==> src/rtl/riscv_multicycle_controller.sv <==
// Main FSM for the shared-ALU / shared-memory multi-cycle RV32I datapath.
// Optional `MEM_WAIT_EN adds a mem_ready handshake that stalls the memory states.
module riscv_multicycle_controller #(
  parameter bit ILLEGAL_HALT = 1'b0
) (
  input  logic       clk,
  input  logic       rst,
  input  logic [6:0] op,
  input  logic [2:0] func3,
  input  logic [6:0] func7,
  input  logic       Zero,
  input  logic       ALUResult_sign,
`ifdef MEM_WAIT_EN
  input  logic       mem_ready,
`endif
  output logic       PCWrite,
  output logic       AdrSrc,
  output logic       MemWrite,
  output logic       IRWrite,
  output logic       RegWrite,
  output logic [1:0] ResultSrc,
  output logic [1:0] ALUSrcA,
  output logic [1:0] ALUSrcB,
  output logic [2:0] ImmSrc,
  output logic [2:0] ALUControl,
  output logic [3:0] state,
  output logic       illegal
);

  typedef enum logic [3:0] {
    S_FETCH    = 4'd0,  S_DECODE  = 4'd1,  S_MEMADR = 4'd2,  S_MEMREAD = 4'd3,
    S_MEMWB    = 4'd4,  S_MEMWRITE = 4'd5, S_EXECR  = 4'd6,  S_ALUWB   = 4'd7,
    S_EXECI    = 4'd8,  S_JAL     = 4'd9,  S_JALR   = 4'd10, S_JALRWB  = 4'd11,
    S_BRANCH   = 4'd12, S_LUI     = 4'd13, S_HALT   = 4'd14
  } state_t;

  localparam logic [6:0] OP_LW   = 7'b0000011;
  localparam logic [6:0] OP_SW   = 7'b0100011;
  localparam logic [6:0] OP_R    = 7'b0110011;
  localparam logic [6:0] OP_I    = 7'b0010011;
  localparam logic [6:0] OP_JAL  = 7'b1101111;
  localparam logic [6:0] OP_JALR = 7'b1100111;
  localparam logic [6:0] OP_BR   = 7'b1100011;
  localparam logic [6:0] OP_LUI  = 7'b0110111;

  state_t st, nxt;
  logic   set_illegal, mem_rdy;
  logic   pc_we, mem_we, ir_we, reg_we;
  logic   unused_func7;

`ifdef MEM_WAIT_EN
  assign mem_rdy = mem_ready;
`else
  assign mem_rdy = 1'b1;
`endif

  assign unused_func7 = ^{func7[6], func7[4:0]};

  function automatic logic [2:0] alu_decode(input logic [2:0] f3, input logic sub_en);
    case (f3)
      3'b000:  alu_decode = sub_en ? 3'b001 : 3'b000;
      3'b010:  alu_decode = 3'b101;
      3'b110:  alu_decode = 3'b011;
      3'b111:  alu_decode = 3'b010;
      default: alu_decode = 3'b000;
    endcase
  endfunction

  // Signed compares come from the subtraction sign alone; overflow is not corrected.
  function automatic logic branch_taken(input logic [2:0] f3, input logic z, input logic s);
    case (f3)
      3'b000:  branch_taken = z;
      3'b001:  branch_taken = !z;
      3'b100:  branch_taken = s;
      3'b101:  branch_taken = !s;
      default: branch_taken = 1'b0;
    endcase
  endfunction

  always_ff @(posedge clk or negedge rst) begin
    if (!rst) begin
      st      <= S_FETCH;
      illegal <= 1'b0;
    end else begin
      st <= nxt;
      if (set_illegal) illegal <= 1'b1;
    end
  end

  always_comb begin
    nxt         = st;
    set_illegal = 1'b0;
    pc_we       = 1'b0;
    mem_we      = 1'b0;
    ir_we       = 1'b0;
    reg_we      = 1'b0;
    AdrSrc      = 1'b0;
    ResultSrc   = 2'b00;
    ALUSrcA     = 2'b00;
    ALUSrcB     = 2'b00;
    ImmSrc      = 3'b000;
    ALUControl  = 3'b000;
    case (st)
      S_FETCH: begin
        ALUSrcB   = 2'b10;
        ResultSrc = 2'b10;
        if (mem_rdy) begin
          ir_we = 1'b1;
          pc_we = 1'b1;
          nxt   = S_DECODE;
        end
      end
      S_DECODE: begin
        // Speculatively form OldPC+imm so branch/jal targets sit in ALUOut.
        ALUSrcA = 2'b01;
        ALUSrcB = 2'b01;
        ImmSrc  = (op == OP_JAL) ? 3'b011 : 3'b010;
        case (op)
          OP_LW, OP_SW: nxt = S_MEMADR;
          OP_R:         nxt = S_EXECR;
          OP_I:         nxt = S_EXECI;
          OP_JAL:       nxt = S_JAL;
          OP_JALR:      nxt = S_JALR;
          OP_BR:        nxt = S_BRANCH;
          OP_LUI:       nxt = S_LUI;
          default: begin
            set_illegal = 1'b1;
            nxt         = ILLEGAL_HALT ? S_HALT : S_FETCH;
          end
        endcase
      end
      S_MEMADR: begin
        ALUSrcA = 2'b10;
        ALUSrcB = 2'b01;
        ImmSrc  = (op == OP_SW) ? 3'b001 : 3'b000;
        nxt     = (op == OP_SW) ? S_MEMWRITE : S_MEMREAD;
      end
      S_MEMREAD: begin
        AdrSrc = 1'b1;
        if (mem_rdy) nxt = S_MEMWB;
      end
      S_MEMWB: begin
        ResultSrc = 2'b01;
        reg_we    = 1'b1;
        nxt       = S_FETCH;
      end
      S_MEMWRITE: begin
        AdrSrc = 1'b1;
        mem_we = 1'b1;
        if (mem_rdy) nxt = S_FETCH;
      end
      S_EXECR: begin
        ALUSrcA    = 2'b10;
        ALUControl = alu_decode(func3, func7[5]);
        nxt        = S_ALUWB;
      end
      S_EXECI: begin
        ALUSrcA    = 2'b10;
        ALUSrcB    = 2'b01;
        ALUControl = alu_decode(func3, 1'b0);
        nxt        = S_ALUWB;
      end
      S_ALUWB: begin
        reg_we = 1'b1;
        nxt    = S_FETCH;
      end
      S_JAL: begin
        ALUSrcA = 2'b01;
        ALUSrcB = 2'b10;
        pc_we   = 1'b1;
        nxt     = S_ALUWB;
      end
      S_JALR: begin
        ALUSrcA   = 2'b10;
        ALUSrcB   = 2'b01;
        ResultSrc = 2'b10;
        pc_we     = 1'b1;
        nxt       = S_JALRWB;
      end
      S_JALRWB: begin
        ALUSrcA   = 2'b01;
        ALUSrcB   = 2'b10;
        ResultSrc = 2'b10;
        reg_we    = 1'b1;
        nxt       = S_FETCH;
      end
      S_BRANCH: begin
        ALUSrcA    = 2'b10;
        ALUControl = 3'b001;
        pc_we      = branch_taken(func3, Zero, ALUResult_sign);
        nxt        = S_FETCH;
      end
      S_LUI: begin
        ImmSrc    = 3'b100;
        ResultSrc = 2'b11;
        reg_we    = 1'b1;
        nxt       = S_FETCH;
      end
      S_HALT:  nxt = S_HALT;
      default: nxt = S_FETCH;
    endcase
  end

  // Architectural write enables are masked for the whole time reset is held.
  assign PCWrite  = pc_we  & rst;
  assign IRWrite  = ir_we  & rst;
  assign RegWrite = reg_we & rst;
  assign MemWrite = mem_we & rst;
  assign state    = st;

endmodule
==> config.mk <==
export PLATFORM = sky130hd
export DESIGN_NAME = riscv_multicycle_controller
export DESIGN_NICKNAME = d
export VERILOG_FILES = /design/src/rtl/riscv_multicycle_controller.sv
export SDC_FILE = /design/constraint.sdc
export NUM_CORES = 1
export LEC_CHECK = 0
export ABC_AREA = 0
export ABC_CLOCK_PERIOD_IN_PS = 1600
export CAP_MARGIN = 30
export CORE_UTILIZATION = 37
export DETAILED_ROUTE_END_ITERATION = 10
export PLACE_DENSITY = 0.87
export SKIP_CTS_REPAIR_TIMING = 1
export SLEW_MARGIN = 0
export SYNTH_ARGS = -nofsm -noshare
export SYNTH_HDL_FRONTEND = slang
export SYNTH_SLANG_ARGS = --single-unit
==> constraint.sdc <==
create_clock -name clk -period 1.6 [get_ports clk]
set_input_delay 0.16 -clock clk [delete_from_list [all_inputs] [get_ports clk]]
set_output_delay 0.16 -clock clk [all_outputs]
set_load 0.02 [all_outputs]
==> results_dict.tcl <==
set metrics [dict create \
    status "complete, but fails checks" \
    violations "negative setup slack" \
    place_ws_ns -0.569 \
    drcViolationCount 0 \
    fin_crit_sh_pct 111 \
    grt_pass1_wl_um 4770 \
    cts.sinks 5 \
    synth_top_area_cell "dfrtp_1" \
    routed_wl_um 3880 \
    synth_xor_area_share_pct 3.61 \
    final_area_mm2 0.00160 \
    crit_path_end_kind "output pin" \
    arrival_ns 1.61 \
    synth.top_cell.area_share_pct 17.2 \
    syn_avg_cell_area_um2 7.43 \
    critPathLaunchType "flip-flop" \
    cap_violations 0 \
    relSlewSlack_pct 74.8 \
    drt_iter0_drc 50 \
    ir_worst_vdd_mv 1.06 \
    hold_viol 0 \
    synth_cells 98 \
    die_h_um 46.4 \
    fillers 80 \
    diodes 0 \
    io_pins 43 \
    seq_area_um2 130 \
    initial_core_util_pct 40.8 \
    synth-simple-area-share_pct 41.4 \
    synth_fa_ha_area_share_pct 0 \
    worst_pin_slew_ns 0.376 \
    synthMuxAreaShare_pct 7.04 \
    required_ns 1.44 \
    seq_area_frac_synth_pct 17.2 \
    multi_input_area_um2 677 \
    ys_types 34 \
    clock_latency_ns 0.25 \
    worst_clock_skew_ns 0.00864 \
    worstHoldPathType "in2async" \
    critical_path.max_fanout 7 \
    core_area_mm2 0.00178 \
    yosys_warnings 0 \
    hpwl_um 2300 \
    final_cell_mix "buf_4 (53), clkdlybuf4s50_1 (16), buf_6 (9)" \
    dieArea_mm2 0.00215 \
    grt_usage_pct 31.1 \
    synthToLayoutAreaGrowth_pct 119 \
    rows 15 \
    criticalPathCategory "reg2out" \
    layout_commonest_cell "buf_4" \
    wl_per_cell_um 19.1 \
    dp_cells 195 \
    clock_path_buffers 2 \
    leakagePower_uw 0.000772 \
    cts_tree "built" \
    die_w_um 46.4 \
    synth_compound_area_share_pct 22.9 \
    slew_viol_final 0 \
    final_cells 203 \
    grt_pass1_vias 1112 \
    synth_seq_cells 5 \
    finalWorstSetupSlack_ns -0.173 \
    place_area_mm2 0.00143 \
    ant_nets 0 \
    clk_pin_slew_ns 0.06 \
    portBuffers 36 \
    synth_top_family_by_area "simple AND/OR/NAND/NOR gates" \
    fin_nets 200 \
    min_period_ns 1.77 \
    utilization_pct 89.5 \
    grt_overflow 0 \
    grt_max_degree 10 \
    ys_top_cells_by_area "dfrtp_1 (17%), nor2b_1 (6.9%), nor2_1 (5.7%)" \
    setup_viol 16 \
    viasPerCell 6.11 \
    antenna_found_initial 0 \
    cts-buffers-inserted 3 \
    p_per_area_mw_per_mm2 1600 \
    synthesis.nets 119 \
    vias 1240 \
    rsz0062_at_grt "yes" \
    layout-drive-gt1-share_pct 55.6 \
    gp_congestion 0.886 \
    clockRootBuffer "clkbuf_4" \
    htreeDepth 1 \
    dr.pass1.iters 7 \
    mappedNetlistArea_um2 728 \
    max_freq_ghz 0.564 \
]
## worst paths after layout
kind                                      from                  end  slack [ns]  depth (start not counted)
max                         state[1]$_DFF_PN0_              PCWrite       -0.17                          7
min                                        rst   state[0]$_DFF_PN0_        0.30                          2
max reg2reg                 state[2]$_DFF_PN0_   state[1]$_DFF_PN0_        0.06                          5
min reg2reg                illegal$_DFFE_PN0P_  illegal$_DFFE_PN0P_        0.56                          1
max in group asynchronous                  rst   state[1]$_DFF_PN0_        1.17                          2
min in group clk                         op[2]   state[0]$_DFF_PN0_        0.49                          4
## metal layers
metal	vias up	track usage, %	routed length (µm)
li1	525	-	-
met1	580	32.9	1350
met2	104	57.5	2030
met3	31	3.53	311
met4	0	18.8	187
met5	-	0	0
## worst max-delay path: stages (launching register included)
cell,delay [ns]
dfrtp_2,0.46
buf_6,0.15
nor2b_4,0.11
buf_4,0.13
mux2i_1,0.07
nor2_1,0.15
o21a_1,0.17
buf_6,0.12
## logic make-up after synthesis
kind of cell	count (synthesis)
and+or+nand+nor	50
buffers and inverters	11
xor gates and xnor gates	3
muxes	5
DFF	5
AOI/OAI and AO/OA	24
## sequential cells by signal, summed over array words and instances (netlist names)
register,count
illegal,1
state,4
## report_power, final
part	total, µW	internal, µW	switching [µW]
clock network	164	95.4	68.7
registers	280	168	112
logic	2120	1060	1050
total	2560	1330	1240
## stage by stage
step	hold WS [ns]	TNS, ns	total power, µW
2_1_floorplan	-0.136	-0.0202	1040
3_3_place_gp	0.452	-4.19	1930
3_5_place_dp	0.521	-5.17	2000
4_1_cts	0.291	-9.34	2190
5_1_grt	0.327	-1.72	2650
6_report	0.299	-0.886	2560
## final cells by class
type | count | share of cell area, %
Timing Repair Buffer | 85 | 45.4
Multi-Input combinational cell | 82 | 42.4
Sequential cell | 5 | 8.15
Inverter | 2 | 0.470
Clock buffer | 4 | 1.65
Tap cell | 25 | 1.96
## synthesized netlist by cell type, drive strengths merged
library cell	instances
o21ai	1
nor3	7
o31ai	2
a211oi	2
and3	5
and4bb	2
nand4bb	1
nor2	11
dfrtp	5
a21oi	6
xnor2	3
a32o	1
or4	1
a22oi	2
a32oi	1
nor4b	1
o211ai	2
mux2	1
nand3b	2
inv	2
nor2b	8
mux2i	4
o22ai	2
a31o	2
o21a	1
nand2	5
o2bb2ai	1
clkbuf	1
nand2b	6
a31oi	1
buf	8
and4b	1
No activity file was read; power rests on OpenSTA's default activity.
